<file path="config.mk">
export PLATFORM = sky130hd
export DESIGN_NAME = uart_rx_param
export DESIGN_NICKNAME = d
export VERILOG_FILES = /design/src/rtl/uart_rx_param.sv
export SDC_FILE = /design/constraint.sdc
export NUM_CORES = 1
export LEC_CHECK = 0
export CAP_MARGIN = 15
export CORE_ASPECT_RATIO = 1.4
export CORE_MARGIN = 5
export CORE_UTILIZATION = 30
export CTS_BUF_LIST = sky130_fd_sc_hd__clkbuf_8 sky130_fd_sc_hd__clkbuf_16
export CTS_CLUSTER_SIZE = 14
export DETAILED_ROUTE_END_ITERATION = 10
export GPL_TIMING_DRIVEN = 0
export PLACE_DENSITY = 0.44
export SLEW_MARGIN = 20
export SYNTH_ARGS = -nofsm -noshare
export SYNTH_HDL_FRONTEND = slang
export SYNTH_SLANG_ARGS = --single-unit
</file>
<file path="constraint.sdc">
create_clock -name clk -period 4.8 [get_ports clk]
set_input_delay 0.96 -clock clk [delete_from_list [all_inputs] [get_ports clk]]
set_output_delay 0.96 -clock clk [all_outputs]
set_load 0.005 [all_outputs]
</file>
<file path="src/rtl/uart_rx_param.sv">
// uart_rx_param: parametrised UART receiver with run-time baud divisor,
// optional parity, 1..2 stop bits, valid/ready output handshake and
// parity / framing / break / overrun reporting.
//
// Build option: define UART_RX_MAJORITY_EN to take a 2-of-3 majority vote of
// the synchronised line at mid-1, mid and mid+1 of every bit; the decision is
// registered at mid+1. Without it a single sample is taken at mid.

module uart_rx_param #(
    parameter int DATA_BITS = 8,
    parameter int PARITY    = 0,
    parameter int STOP_BITS = 1,
    parameter int DIV_W     = 16
) (
    input  logic                 clk,
    input  logic                 reset,
    input  logic                 i_rx,
    input  logic [DIV_W-1:0]     i_baud_div,
    input  logic                 i_rx_ready,
    output logic                 o_rx_valid,
    output logic [DATA_BITS-1:0] o_rx_data,
    output logic                 o_parity_err,
    output logic                 o_framing_err,
    output logic                 o_break_det,
    output logic                 o_overrun_err
);

    // Bit counter must reach DATA_BITS-1 (data) and STOP_BITS-1 (stop).
    localparam int               BIT_CNT_W = $clog2(DATA_BITS + 1);
    localparam logic [DIV_W-1:0] MIN_DIV   = DIV_W'(4);

    typedef enum logic [2:0] {
        S_IDLE,
        S_START,
        S_DATA,
        S_PARITY,
        S_STOP
    } stateT;

    stateT                  r_state;
    logic                   r_rxMeta;
    logic                   r_rxSync;
    logic                   r_armed;
    logic [DIV_W-1:0]       r_div;
    logic [DIV_W-1:0]       r_count;
    logic [BIT_CNT_W-1:0]   r_bitCount;
    logic [DATA_BITS-1:0]   r_shift;
    logic                   r_parityBit;
    logic                   r_stopErr;
    logic                   r_anyHigh;
    logic                   r_frameDone;
    logic [DATA_BITS-1:0]   r_doneData;
    logic                   r_doneParErr;
    logic                   r_doneFrameErr;
    logic                   r_doneBreak;

    logic [DIV_W-1:0]       w_divClamped;
    logic [DIV_W-1:0]       w_midCount;
    logic                   w_atMid;
    logic                   w_decide;
    logic                   w_bit;
    logic                   w_parityErr;
    logic                   w_handshake;

    assign w_divClamped = (i_baud_div < MIN_DIV) ? MIN_DIV : i_baud_div;
    // The start bit is judged half a bit in; every later bit a full bit after the previous sample.
    assign w_midCount   = (r_state == S_START) ? (r_div >> 1) : (r_div - DIV_W'(1));
    assign w_atMid      = (r_state != S_IDLE) && (r_count == w_midCount);
    assign w_handshake  = o_rx_valid & i_rx_ready;

    // Two-flop synchroniser; resets low so the line must genuinely read high before arming.
    always_ff @(posedge clk or posedge reset) begin
        if (reset) begin
            r_rxMeta <= 1'b0;
            r_rxSync <= 1'b0;
        end else begin
            r_rxMeta <= i_rx;
            r_rxSync <= r_rxMeta;
        end
    end

`ifdef UART_RX_MAJORITY_EN
    logic r_rxPrev;
    logic r_s0;
    logic r_s1;
    logic r_pending;

    // Capture the mid-1 and mid samples; the vote completes with the live sample one clock later.
    always_ff @(posedge clk or posedge reset) begin
        if (reset) begin
            r_rxPrev  <= 1'b0;
            r_s0      <= 1'b0;
            r_s1      <= 1'b0;
            r_pending <= 1'b0;
        end else begin
            r_rxPrev  <= r_rxSync;
            r_pending <= w_atMid;
            if (w_atMid) begin
                r_s0 <= r_rxPrev;
                r_s1 <= r_rxSync;
            end
        end
    end

    assign w_decide = r_pending;
    assign w_bit    = (r_s0 & r_s1) | (r_s0 & r_rxSync) | (r_s1 & r_rxSync);
`else
    assign w_decide = w_atMid;
    assign w_bit    = r_rxSync;
`endif

    // Parity check over the received word and parity bit; constant 0 when parity is off.
    always_comb begin
        w_parityErr = 1'b0;
        if (PARITY == 1) begin
            w_parityErr = ^{r_shift, r_parityBit};
        end else if (PARITY == 2) begin
            w_parityErr = ~(^{r_shift, r_parityBit});
        end
    end

    // Bit timer: restarts at every sample point so samples stay exactly one bit apart.
    always_ff @(posedge clk or posedge reset) begin
        if (reset) begin
            r_count <= '0;
        end else if (r_state == S_IDLE || w_atMid) begin
            r_count <= '0;
        end else begin
            r_count <= r_count + DIV_W'(1);
        end
    end

    // Frame FSM: walks start, data, parity and stop bits and latches the finished frame.
    always_ff @(posedge clk or posedge reset) begin
        if (reset) begin
            r_state        <= S_IDLE;
            r_armed        <= 1'b0;
            r_div          <= MIN_DIV;
            r_bitCount     <= '0;
            r_shift        <= '0;
            r_parityBit    <= 1'b0;
            r_stopErr      <= 1'b0;
            r_anyHigh      <= 1'b0;
            r_frameDone    <= 1'b0;
            r_doneData     <= '0;
            r_doneParErr   <= 1'b0;
            r_doneFrameErr <= 1'b0;
            r_doneBreak    <= 1'b0;
        end else begin
            r_frameDone <= 1'b0;
            case (r_state)
                S_IDLE: begin
                    if (r_rxSync) begin
                        r_armed <= 1'b1;
                    end else if (r_armed) begin
                        r_state    <= S_START;
                        r_div      <= w_divClamped;
                        r_bitCount <= '0;
                        r_stopErr  <= 1'b0;
                        r_anyHigh  <= 1'b0;
                    end
                end
                S_START: begin
                    if (w_decide) begin
                        r_state <= w_bit ? S_IDLE : S_DATA;
                    end
                end
                S_DATA: begin
                    if (w_decide) begin
                        r_shift   <= {w_bit, r_shift[DATA_BITS-1:1]};
                        r_anyHigh <= r_anyHigh | w_bit;
                        if (r_bitCount == BIT_CNT_W'(DATA_BITS - 1)) begin
                            r_bitCount <= '0;
                            r_state    <= (PARITY != 0) ? S_PARITY : S_STOP;
                        end else begin
                            r_bitCount <= r_bitCount + BIT_CNT_W'(1);
                        end
                    end
                end
                S_PARITY: begin
                    if (w_decide) begin
                        r_parityBit <= w_bit;
                        r_anyHigh   <= r_anyHigh | w_bit;
                        r_state     <= S_STOP;
                    end
                end
                S_STOP: begin
                    if (w_decide) begin
                        if (r_bitCount == BIT_CNT_W'(STOP_BITS - 1)) begin
                            r_state        <= S_IDLE;
                            r_frameDone    <= 1'b1;
                            r_doneData     <= r_shift;
                            r_doneParErr   <= w_parityErr;
                            r_doneFrameErr <= r_stopErr | ~w_bit;
                            r_doneBreak    <= ~(r_anyHigh | w_bit);
                            if (r_stopErr | ~w_bit) begin
                                r_armed <= 1'b0;
                            end
                        end else begin
                            r_bitCount <= r_bitCount + BIT_CNT_W'(1);
                            r_stopErr  <= r_stopErr | ~w_bit;
                            r_anyHigh  <= r_anyHigh | w_bit;
                        end
                    end
                end
                default: begin
                    r_state <= S_IDLE;
                end
            endcase
        end
    end

    // Output handshake: a completed frame loads unless an unread frame is still held (overrun).
    always_ff @(posedge clk or posedge reset) begin
        if (reset) begin
            o_rx_valid    <= 1'b0;
            o_rx_data     <= '0;
            o_parity_err  <= 1'b0;
            o_framing_err <= 1'b0;
            o_break_det   <= 1'b0;
            o_overrun_err <= 1'b0;
        end else if (r_frameDone && (!o_rx_valid || w_handshake)) begin
            o_rx_valid    <= 1'b1;
            o_rx_data     <= r_doneData;
            o_parity_err  <= r_doneParErr;
            o_framing_err <= r_doneFrameErr;
            o_break_det   <= r_doneBreak;
            if (w_handshake) begin
                o_overrun_err <= 1'b0;
            end
        end else if (r_frameDone) begin
            o_overrun_err <= 1'b1;
        end else if (w_handshake) begin
            o_rx_valid    <= 1'b0;
            o_overrun_err <= 1'b0;
        end
    end

endmodule
</file>
## Word level (Yosys, flattened, before mapping)

Index checks and enable logic that the tools add are counted.

| storage, ports and cells | value |
|---|---|
| flip-flop bits (word level) | 75 |
| input port bits | 20 |

| operators by class | value |
|---|---|
| reduce and logical (&&, ||, !) cells | 22 |
| mux-type cells | 43 |
| $add $sub $neg | 3 |
| magnitude comparators | 1 |
| bitwise gates (word level) | 5 |
| equal/unequal tests | 19 |

Operators by type and width:

| cell | number |
|---|---|
| 16-bit 2-to-1 mux | 3 |
| 3-bit 2-to-1 mux | 8 |
| 4-bit 2-to-1 mux | 6 |
| 2-bit inequality test, second input constant | 11 |
| 1-bit 2-to-1 mux | 20 |
| 16-bit by 1-bit adder with 16-bit output, second input constant | 1 |
| 16-bit equality test | 1 |
| 16-bit by 3-bit < comparator with 1-bit output, second input constant | 1 |
| 16-bit by 1-bit subtractor with 16-bit output, second input constant | 1 |
| 3-bit case mux with 5 select lines | 1 |
| 4-bit case mux with 3 select lines | 1 |
| 6-bit AND reduction | 2 |
| 5-bit AND reduction | 2 |
| 3-bit nonzero test | 3 |
| 8-bit AND reduction | 1 |
| 3-bit by 2-bit equality test with 1-bit output, second input constant | 2 |
| 3-bit AND reduction | 2 |
| 4-bit by 1-bit adder with 4-bit output, second input constant | 1 |
| 4-bit by 3-bit equality test with 1-bit output, second input constant | 1 |
| 4-bit zero test | 1 |
| 2-bit by 1-bit inequality test with 1-bit output, second input constant | 2 |
| 1-bit case mux with 2 select lines | 2 |
| 2-bit AND reduction | 2 |
| 2-bit nonzero test | 2 |
| 12 further kinds | 16 |

## Longest topological paths before layout

Gate-level depths: netlist (run 1).

| depth | value |
|---|---|
| depth in word-level cells | 6 |
| mapped depth | 12 |
| gate-level depth less buffers | 10 |

## Least setup slack after synthesis (run 1)

Ideal clock, no wire load.

| timing path | value |
|---|---|
| kind | reg-to-reg |
| start | register r_div[0] |
| end | register r_doneBreak |
| period minus slack after synthesis | 3.562 ns |
| path slack | 1.238 ns |
| setup time | 0.125 ns |
| cell stages (with the launch flop) | 12 |
| data arrival time | 3.437 ns |
| cells stage by stage | dfrtp_1 -> inv_1 -> ha_1 -> or4b_1 -> nor2_1 -> o2111ai_1 -> a2111oi_0 -> a31oi_1 -> or3_1 -> or4_4 -> buf_6 -> mux2_4 |

| between the ends | value |
|---|---|
| longest elaborated chain between the ends | 5 |

RTL lines:

| item | line | text |
|---|---|---|
| start, declared | 44 | `logic [DIV_W-1:0] r_div;` |
| start signal, assigned | 157 | `r_div <= w_divClamped;` |
| 16-bit by 1-bit subtractor with 16-bit output | 67 | `assign w_midCount = (r_state == S_START) ? (r_div >> 1) : (r_div - DIV_W'(1));` |
| 16-bit 2-to-1 mux | 67 |  |
| 16-bit equality test | 68 | `assign w_atMid = (r_state != S_IDLE) && (r_count == w_midCount);` |
| 1-bit logical AND | 68 |  |
| 3-bit AND reduction (no line) | n/a |  |
| end signal, assigned | 195 | `r_doneBreak <= ~(r_anyHigh \| w_bit);` |
| end, declared | 55 | `logic r_doneBreak;` |

Every way passes these cells.
A chain may end at the register's enable or synchronous reset.

## Worst setup path after layout (run 1)

| timing path | value |
|---|---|
| start | register r_div[1] |
| end | register r_doneData[3] |

| between the ends | value |
|---|---|
| longest elaborated chain between the ends | 5 |

RTL lines:

| item | line | text |
|---|---|---|
| 16-bit by 1-bit subtractor with 16-bit output | 67 |  |
| 16-bit 2-to-1 mux (*) | 67 |  |
| 16-bit equality test (*) | 68 |  |
| 1-bit logical AND (*) | 68 |  |
| 3-bit AND reduction (no line) (*) | n/a |  |
| end signal, assigned | 192 | `r_doneData <= r_shift;` |
| end, declared | 52 | `logic [DATA_BITS-1:0] r_doneData;` |

Every way passes the cells marked *; elsewhere a longest branch is shown, timed or not.

==> impl_results.md, run 1 <==
* Status: completed
* Initial antenna violation count at 0
* Routed Antenna Nets at 0
* Max Clk Rate at 239 MHz
* Ys flop type: dfrtp_1
* Synth Cell Area at 4160 sq um
* Sw frac at 0.344
* Hold_sp: r_rxMeta
* Largest family of logic cells by synthesized area: simple AND/OR/NAND/NOR gates
* Clock Latency Late Sink at 0.33 ns
* DR iter-0 viols at 94
* Post-synthesis async set-or-reset flop share at 1.00
* Post-synthesis sequential area ratio at 0.451
* RSZ-0062 raised after global routing: no
* Initial Util at 0.302
* Routability congestion estimate at 0.797
* Die Y-Extent at 149 um
* H-tree depth at 3
* Pin count of the biggest net entering global routing at 48
* Complex-gate fraction of the synthesized area at 0.0944
* Hold path depth at 0
* HP Class: reg2reg
* Root Buffer: clkbuf_16
* Clock share of power at 0.309
* Power share of the sequential group at 0.379
* Fin. max-slew vios at 0
* Via count of the routed design at 3040
* Slowest cell on crit path: or4b_1
* GRT Total Usage at 0.126
* Period utilization at 0.871
* Vias in the first global route at 3264
* Worst setup SP type: flop
* CP Data Arrival Time at 4.40 ns
* FP Rows at 51
* MaxCap Viol Count at 0
* Final WL at 9.48 mm
* Dpl cells at 614
* Largest stage delay, worst path at 0.60 ns
* Input/output buffers at 31
* Crit Path Category: reg2reg
* # hold bufs at CTS at 0
* Peak supply drop at 240 uV
* Syn Nets at 421
* Cell taking the most area after synthesis: dfrtp_1
* Critical-path cell list: inv_1 -> ha_1 -> or4b_1 -> nor2_1 -> o2111ai_1 -> a2111oi_0 -> a31oi_1 -> or3_1 -> or4_4 -> buf_6 -> mux2_4
* Netlist cell types at 59
* WHS at 0.350 ns
* Die ar. at 16400 sq um
* DRC viols at 0
* Pre-Repair DR Iteration Count at 4
* Setup TNS at 0 ns
* CTS Buffer Depth at 2
* Seq cells post-synth at 75
* Post-CTS setup buffers at 0
* Synth warn at 0
* HPWL after DPL at 7.18 mm
* Net Switching at 0.000759 W
* Post_cts resized at 0
* First-pass GRT wire length at 16.2 mm
* Layout cells sized above 1 at 0.169
* Mapped Cells at 397
* Post-Synth Simple-Gate Area at 0.188
* Top cells by area, synth: dfrtp_1 (44%), mux2_2 (6.5%), mux2_4 (6.1%), xnor2_1 (4.0%), xor2_1 (3.8%)
* Core region area at 13800 sq um
* Logic pwr share at 0.312
* CTS sink count at 75
* Syn-to-layout area delta at 21.1%
* Power Density at 438 nW/um^2
* Io pins at 33
* Post-synthesis xor/xnor area fraction at 0.0778
* Antenna cells at 0
* Worst Clk Skew at 0.00630 ns
* Int Pwr at 0.00145 W
* Worst Path Buf+Inv at 2
* Reg clk slew, reported paths at 0.06 ns
* Die W at 110 um
* NumNets Final at 464
* CTS buffer count at 9
* Worst Path Max Fanout at 10
* Hold Crit Endpoint: r_rxSync
* WL/cell at 15.0 um
* Worst R2R End: r_doneData[3]
* Post-layout minimum cycle time at 4.18 ns
* Post-Synth Adder-Cell Area at 0.0120
* Final setup violation count at 0
* Vias per cell at 4.83
* Syn_area_per_cell at 10.5 sq um
* CTS tree: done
* CP top delay family: simple AND/OR/NAND/NOR gates
* Critical path data required time at 5.01 ns
* Leak at 2.18 nW
* Hold Vio Cnt, Final at 0
* Finished Layout Cells at 630
* Overflow after GRT at 0
* Worst setup EP type: flop
* Synth top area share at 0.445
* Post-synth EDFFs at 0
* Max_slew headroom at 0.329
* Power, Total at 0.00221 W
* Critical R2R Launch: r_div[1]
* Worst R2R Path Depth at 11
* Slew @ Worst Pin at 0.999 ns
* Mux share of post-synthesis cell area at 0.141
* Worst R2R Setup Slack at 0.62 ns
-- flip-flops by register name, summed over array words and instances (netlist names), 3 cells and up --
register    flops
r_state         3
r_bitCount      4
o_rx_data       8
r_count        16
r_shift         8
r_doneData      8
r_div          16
-- cell usage after synthesis (6+ instances only) --
library cell	number
or3_1	6
nand3_1	13
mux2i_1	6
xnor2_1	19
nand2_1	33
nor2_1	33
mux2_4	17
clkbuf_1	19
o211ai_1	7
o21ai_0	10
dfrtp_1	74
nor4_1	7
nand4_1	6
xor2_1	18
nand2b_1	9
inv_1	10
nor3_1	7
mux2_2	24
-- power groups by stage --
stage | clock, W | combinational, W | sequential (W)
finish | 0.000683 | 0.000689 | 0.000837
global route | 0.000736 | 0.000780 | 0.000857
CTS | 0.000717 | 0.000699 | 0.000839
detailed placement | 0 | 0.000696 | 0.000849
global placement | 0 | 0.000686 | 0.000848
floorplan | 0 | 0.000543 | 0.000814
-- worst reg2reg max path, delay by kind of cell, from the launching register on --
kind                       cells  cell delay [ns]
and+or+nand+nor                4             2.03
AOI/OAI and AO/OA              3             0.85
DFF                            1             0.41
muxes                          1             0.30
buffers and inverters          2             0.27
adders and majority gates      1             0.22
-- worst max path at each step --
| stage | start | endpoint | slack, ns | depth (start not counted) |
|---|---|---|---|---|
| 2_1_floorplan | r_div[0] | r_doneBreak | 1.24 | 11 |
| 3_3_place_gp | reset | r_div[7] | 0.49 | 2 |
| 3_5_place_dp | r_div[1] | r_doneData[1] | 0.70 | 11 |
| 4_1_cts | r_div[1] | r_doneData[3] | 0.67 | 11 |
| 5_1_grt | r_div[1] | r_shift[3] | 0.46 | 11 |
| 6_report | r_div[1] | r_doneData[3] | 0.62 | 11 |
-- logic make-up after synthesis --
logic type      count (synthesis)
other cells                     1
simple gates                  145
flops                          75
buf+inv                        35
mux                            47
compound gates                 53
xor+xnor                       37
fa+ha+maj                       4
-- stage by stage --
stage | util | worst slack [ns] | instance area, sq um
2_1_floorplan | - | 1.24 | 4160
3_3_place_gp | 0.341 | 0.495 | 4700
3_5_place_dp | 0.344 | 0.697 | 4730
4_1_cts | 0.366 | 0.670 | 5040
5_1_grt | 0.366 | 0.462 | 5040
6_report | 0.366 | 0.618 | 5040
-- final cells by class --
cell class | count | area (sq um)
clock inverter | 5 | 52.6
multi-input combinational | 287 | 2140
buffer | 25 | 110
tap | 185 | 231
sequential | 75 | 1880
timing repair buffer | 32 | 338
clock buffer | 11 | 253
fill | 1430 | 8740
inverter | 10 | 40.0
-- layer usage --
metal	GRT usage	vias up	routed length (um)
met3	0.0230	11	223
met4	0.0487	0	163
li1	-	1502	-
met5	0	-	0
met1	0.148	1491	3990
met2	0.226	36	5110
-- layout by cell type (no fill, tap or decap), types with 6 or more instances in the layout --
| cell | Yosys | layout |
|---|---|---|
| clkbuf_1 | 19 | 19 |
| clkbuf_16 | 0 | 9 |
| clkdlybuf4s50_1 | 0 | 31 |
| dfrtp_1 | 74 | 74 |
| inv_1 | 10 | 10 |
| mux2_2 | 24 | 24 |
| mux2_4 | 17 | 17 |
| mux2i_1 | 6 | 6 |
| nand2_1 | 33 | 33 |
| nand2b_1 | 9 | 9 |
| nand3_1 | 13 | 13 |
| nand4_1 | 6 | 6 |
| nor2_1 | 33 | 33 |
| nor3_1 | 7 | 7 |
| nor4_1 | 7 | 7 |
| o211ai_1 | 7 | 7 |
| o21ai_0 | 10 | 10 |
| or3_1 | 6 | 6 |
| xnor2_1 | 19 | 19 |
| xor2_1 | 18 | 18 |
No activity file was read; power rests on OpenSTA's default activity.
==> inputs of run 2 (changes only) <==
--- a/config.mk
+++ b/config.mk
@@ -16,2 +16,3 @@
 export PLACE_DENSITY = 0.44
+export REMOVE_ABC_BUFFERS = 1
 export SLEW_MARGIN = 20
--- a/constraint.sdc
+++ b/constraint.sdc
@@ -3,2 +3,2 @@
 set_output_delay 0.96 -clock clk [all_outputs]
-set_load 0.005 [all_outputs]
+set_load 0.01 [all_outputs]
==> run 2 against run 1 <==
Effect of this change:
- clock-buffer cell count shrank 2
- register-to-register slack is essentially flat
- critical path depth down 1
- global-route usage is 0.57 points lower
- power shrank 3.3%
- hold slack better by 0.00091 ns
- first-iteration DRC count up 17%
- routed wire length decreased by 4.5%
- core utilization down 0.88 points
- via count fell by 2.6%
- combinational power is 17% lower
==> impl_results.md, run 2 (synthesis gave the netlist of run 1 again) <==
* Clock share of power at 0.302 (was 0.309)
* Max_slew headroom at 0.325 (was 0.329)
* Power share of the sequential group at 0.429 (was 0.379)
* Worst R2R Setup Slack at 0.63 ns (was 0.62 ns)
* Layout cells sized above 1 at 0.171 (was 0.169)
* H-tree depth at 3 (unchanged)
* Pre-CTS WS at 0.687 ns (was 0.697 ns)
* Post_cts resized at 0 (unchanged)
* Placed standard-cell area at 4620 sq um (was 4730 sq um)
* Worst Path Max Fanout at 8 (was 10)
* Period utilization at 0.869 (was 0.871)
* RSZ-0062 raised after global routing: no (unchanged)
* Pre-Repair DR Iteration Count at 4 (unchanged)
* Post-layout minimum cycle time at 4.17 ns (was 4.18 ns)
* Clock Latency Late Sink at 0.33 ns (about the same)
* Power, Total at 0.00214 W (was 0.00221 W)
* Io pins at 33 (unchanged)
* Critical R2R Launch: r_div[1] (unchanged)
* CTS sink count at 75 (unchanged)
* First-pass GRT wire length at 15.5 mm (was 16.2 mm)
* Post-CTS setup buffers at 0 (unchanged)
* Vias in the first global route at 3052 (was 3264)
* Critical path data required time at 5.01 ns (about the same)
* Via count of the routed design at 2960 (was 3040)
* Root Buffer: clkbuf_16 (unchanged)
* Routability congestion estimate at 0.810 (was 0.797)
* Setup WS post-layout at 0.628 ns (was 0.618 ns)
* Biggest regs: r_count x16, r_div x16 (unchanged)
* Antenna cells at 0 (unchanged)
* Slew @ Worst Pin at 1.01 ns (was 0.999 ns)
* Final setup violation count at 0 (unchanged)
* Initial Util at 0.302 (unchanged)
* Worst Clk Skew at 0.00771 ns (was 0.00630 ns)
* CTS Buffer Depth at 2 (unchanged)
* HPWL after DPL at 6.69 mm (was 7.18 mm)
* Overflow after GRT at 0 (unchanged)
* Commonest non-fill, non-tap cell in the layout: dfrtp_1 (unchanged)
* CTS buffer count at 9 (unchanged)
* FP Rows at 51 (unchanged)
* Worst setup SP type: flop (unchanged)
* Reg clk slew, reported paths at 0.07 ns (was 0.06 ns)
* Worst R2R Path Depth at 10 (was 11)
* Worst setup EP type: flop (unchanged)
* WL/cell at 15.0 um (about the same)
* Die Y-Extent at 149 um (unchanged)
* Fin. max-slew vios at 0 (unchanged)
* Int Pwr at 0.00136 W (was 0.00145 W)
* Syn-to-layout area delta at 18.2% (was 21.1%)
* Die ar. at 16400 sq um (unchanged)
* NumNets Final at 439 (was 464)
* Setup TNS at 0 ns (unchanged)
* Hold_sp: r_rxMeta (unchanged)
* Commonest cells after routing, fill and taps aside: dfrtp_1 (74), nand2_1 (33), nor2_1 (33) (unchanged)
* Peak supply drop at 184 uV (was 240 uV)
* Logic pwr share at 0.269 (was 0.312)
* Worst R2R End: r_shift[4] (was r_doneData[3])
* Routed Antenna Nets at 0 (unchanged)
* Max Clk Rate at 240 MHz (was 239 MHz)
* Input/output buffers at 31 (unchanged)
* Status: completed (unchanged)
* Hold path depth at 0 (unchanged)
* WHS at 0.351 ns (was 0.350 ns)
* Initial antenna violation count at 0 (unchanged)
* GRT Total Usage at 0.121 (was 0.126)
* CP Data Arrival Time at 4.38 ns (was 4.40 ns)
* HP Class: reg2reg (unchanged)
* Final WL at 9.05 mm (was 9.48 mm)
* Crit Path Category: reg2reg (unchanged)
* Vias per cell at 4.89 (was 4.83)
* DR iter-0 viols at 110 (was 94)
* Die W at 110 um (unchanged)
* Core region area at 13800 sq um (unchanged)
* DRC viols at 0 (unchanged)
* CTS tree: done (unchanged)
* Hold Crit Endpoint: r_rxSync (unchanged)
* Fin area at 4920 sq um (was 5040 sq um)
* Net Switching at 0.000777 W (was 0.000759 W)
* Power Density at 434 nW/um^2 (was 438 nW/um^2)
* Pin count of the biggest net entering global routing at 56 (was 48)
* MaxCap Viol Count at 0 (unchanged)
* Hold Vio Cnt, Final at 0 (unchanged)
* # hold bufs at CTS at 0 (unchanged)
* Leak at 2.11 nW (was 2.18 nW)
* Sw frac at 0.364 (was 0.344)
## run 2: area by class of cell
| cell class | count | area, sq um |
|---|---|---|
| fill | 1423 | 8860 |
| multi-input combinational | 287 | 2150 |
| clock inverter | 7 | 60.1 |
| inverter | 10 | 40.0 |
| clock buffer | 9 | 225 |
| timing repair buffer | 32 | 338 |
| tap | 185 | 231 |
| sequential | 75 | 1880 |
## run 2: power by group through the flow
stage / Clock, W / Sequential (W) / Combinational, W
global placement: 0 / 0.000924 / 0.000569
global route: 0.000696 / 0.000944 / 0.000647
finish: 0.000644 / 0.000917 / 0.000575
floorplan: 0 / 0.000873 / 0.000454
CTS: 0.000673 / 0.000917 / 0.000581
detailed placement: 0 / 0.000928 / 0.000580
## run 2: metal layers
layer | GRT usage | vias up | wire length (um)
li1 | - | 1455 | -
met3 | 0.0234 | 7 | 301
met4 | 0.0343 | 0 | 112
met5 | 0 | - | 0
met2 | 0.217 | 52 | 4840
met1 | 0.144 | 1446 | 3790
## run 2: worst max path at each step
stage               startpoint            end  slack [ns]  depth (start not counted)
floorplan             r_div[0]     r_shift[0]        1.17                         10
global placement         reset  r_bitCount[0]        0.53                          2
detailed placement    r_div[1]     r_shift[0]        0.69                         10
CTS                   r_div[1]     r_shift[4]        0.66                         10
global route          r_div[1]     r_shift[4]        0.29                         10
finish                r_div[1]     r_shift[4]        0.63                         10
## run 2: worst max-delay path, stage by stage (launching register included)
cell       delay, ns
dfrtp_1         0.41
inv_1           0.08
ha_1            0.20
or4b_1          0.60
nor2_1          0.36
o2111ai_1       0.19
a2111oi_0       0.38
a31oi_1         0.20
or3_1           0.49
or4_1           0.76
mux2_4          0.38
## run 2: per-stage QoR
stage,utilization,instances
after CTS,0.356,605
final,0.357,605
after global routing,0.357,605
after global placement,0.333,588
after floorplan,-,372
after detailed placement,0.336,589
==> inputs of run 3 (changes only) <==
- CORE_UTILIZATION: 30 -> 58
- PLACE_DENSITY: 0.44 -> 0.76
==> run 3 against run 2 <==
Effect of this change:
- core utilization is 32 points higher
- largest cell class unchanged
- critical path depth stayed put
- sequential power hardly changed
- sequential cell count stayed put
- sequential share of layout area is 1.8 points higher
- design area is 4.6% lower
- final cell count is 15% lower
- via count is 0.81% higher
- power is 9.4% lower
- critical path type unchanged
- die area is 45% lower
- first-iteration DRC count is 85% higher
==> impl_results.md, run 3 (synthesis gave the netlist of run 1 again) <==
* Antenna cells at 0 (unchanged)
* # hold bufs at CTS at 0 (unchanged)
* Overflow after GRT at 0 (unchanged)
* Filler cells at 569 (was 1423)
* MaxCap Viol Count at 0 (unchanged)
* Hold path depth at 0 (unchanged)
* First-pass GRT wire length at 14.0 mm (was 15.5 mm)
* RSZ-0062 raised after global routing: no (unchanged)
* Max_slew headroom at 0.269 (was 0.325)
* Slew @ Worst Pin at 1.09 ns (was 1.01 ns)
* CTS buffer count at 9 (unchanged)
* Routability congestion estimate at 0.863 (was 0.810)
* CP Data Arrival Time at 4.46 ns (was 4.38 ns)
* CTS Buffer Depth at 2 (unchanged)
* H-tree depth at 3 (unchanged)
* Die W at 81.6 um (was 110 um)
* Worst setup SP type: flop (unchanged)
* Power Density at 412 nW/um^2 (was 434 nW/um^2)
* Initial antenna violation count at 0 (unchanged)
* Worst Clk Skew at 0.0137 ns (was 0.00771 ns)
* Leak at 2.07 nW (was 2.11 nW)
* Die ar. at 9000 sq um (was 16400 sq um)
* Critical R2R Launch: r_div[1] (unchanged)
* Reg clk slew, reported paths at 0.08 ns (was 0.07 ns)
* DRC viols at 0 (unchanged)
* Status: completed (unchanged)
* Hold_sp: r_rxMeta (unchanged)
* Worst Path Max Fanout at 8 (unchanged)
* Setup TNS at 0 ns (unchanged)
* Layout cells sized above 1 at 0.167 (was 0.171)
* CTS tree: done (unchanged)
* Final WL at 8.16 mm (was 9.05 mm)
* Worst R2R Path Depth at 10 (unchanged)
* Final setup violation count at 0 (unchanged)
* Critical path data required time at 5.06 ns (was 5.01 ns)
* HPWL after DPL at 5.97 mm (was 6.69 mm)
* Pre-Repair DR Iteration Count at 4 (unchanged)
* Hold Crit Endpoint: r_rxSync (unchanged)
* HP Class: reg2reg (unchanged)
* Crit Path Category: reg2reg (unchanged)
* Die Y-Extent at 110 um (was 149 um)
* Commonest non-fill, non-tap cell in the layout: dfrtp_1 (unchanged)
* Vias per cell at 5.79 (was 4.89)
* Root Buffer: clkbuf_8 (was clkbuf_16)
* Post-layout minimum cycle time at 4.20 ns (was 4.17 ns)
* Clock Latency Late Sink at 0.37 ns (was 0.33 ns)
* Period utilization at 0.875 (was 0.869)
* WHS at 0.358 ns (was 0.351 ns)
* Worst R2R Setup Slack at 0.60 ns (was 0.63 ns)
* Peak supply drop at 392 uV (was 184 uV)
* CTS sink count at 75 (unchanged)
* Pin count of the biggest net entering global routing at 57 (was 56)
* Via count of the routed design at 2984 (was 2960)
* DR iter-0 viols at 204 (was 110)
* Input/output buffers at 31 (unchanged)
* NumNets Final at 439 (unchanged)
* Post_cts resized at 0 (unchanged)
* Worst R2R End: r_shift[5] (was r_shift[4])
* Routed Antenna Nets at 0 (unchanged)
* GRT Total Usage at 0.204 (was 0.121)
* Hold Vio Cnt, Final at 0 (unchanged)
* Fin. max-slew vios at 0 (unchanged)
* Syn-to-layout area delta at 12.8% (was 18.2%)
* WL/cell at 15.8 um (was 15.0 um)
* Initial Util at 0.596 (was 0.302)
* Fin util at 0.672 (was 0.357)
* Commonest cells after routing, fill and taps aside: dfrtp_1 (74), nand2_1 (33), nor2_1 (33) (unchanged)
* Biggest regs: r_count x16, r_div x16 (unchanged)
* Io pins at 33 (unchanged)
* Finished Layout Cells at 515 (was 605)
* Max Clk Rate at 238 MHz (was 240 MHz)
* FP Rows at 36 (was 51)
* Core region area at 6980 sq um (was 13800 sq um)
* Vias in the first global route at 3000 (was 3052)
* Dpl cells at 499 (was 589)
* Post-CTS setup buffers at 0 (unchanged)
* Worst setup EP type: flop (unchanged)
[run 3: changes by cell type in the layout (fill, tap and decap cells not counted)]
cell        change
clkinvlp_4      -2
o21ai_1         +1
nor3_1          +1
clkbuf_16       -9
o21ai_2         -1
nor3_2          -1
clkinv_2        +1
clkinv_4        +1
clkbuf_8        +9
[run 3: cell type report]
class                      instances  area, sq um  share of cell area
multi-input combinational        287         2140               0.455
clock buffer                       9          124              0.0264
clock inverter                     7         58.8              0.0125
timing repair buffer              32          338              0.0720
inverter                          10         40.0             0.00853
sequential                        75         1880               0.400
tap                               95          119              0.0253
[run 3: report_power, final]
group          switching [W]  leakage [nW]  internal [W]
Combinational       0.000297         0.992      0.000271
Clock               0.000258        0.0921      0.000195
Sequential          0.000188         0.983      0.000727
[run 3: how the worst max path moves through the flow]
| stage | end | startpoint | depth (start not counted) |
|---|---|---|---|
| final | r_shift[5] | r_div[1] | 10 |
| after global routing | r_shift[3] | r_div[0] | 10 |
| after CTS | r_shift[5] | r_div[1] | 10 |
| after detailed placement | r_shift[5] | r_div[1] | 10 |
| after global placement | r_shift[6] | r_div[1] | 10 |
| after floorplan | r_shift[0] | r_div[0] | 10 |
[run 3: critical path, cell delays in order (launching register included)]
cell and delay [ns]:
dfrtp_1 0.41, inv_1 0.09, ha_1 0.21, or4b_1 0.59, nor2_1 0.38, o2111ai_1 0.19
a2111oi_0 0.40, a31oi_1 0.20, or3_1 0.48, or4_1 0.76, mux2_4 0.39
[run 3: layer usage]
metal	track usage	vias up	routed length (um)
met5	0	-	0
met3	0.0496	19	299
met1	0.232	1443	3300
met2	0.362	70	4370
met4	0.0855	0	186
li1	-	1452	-
[run 3: stage by stage]
step | worst slack, ns | power [W] | cell area (sq um)
after CTS | 0.642 | 0.00195 | 4690
after global placement | 0.757 | 0.00146 | 4480
final | 0.600 | 0.00194 | 4690
after global routing | 0.375 | 0.00207 | 4690
after floorplan | 1.17 | 0.00133 | 4050
after detailed placement | 0.667 | 0.00148 | 4510
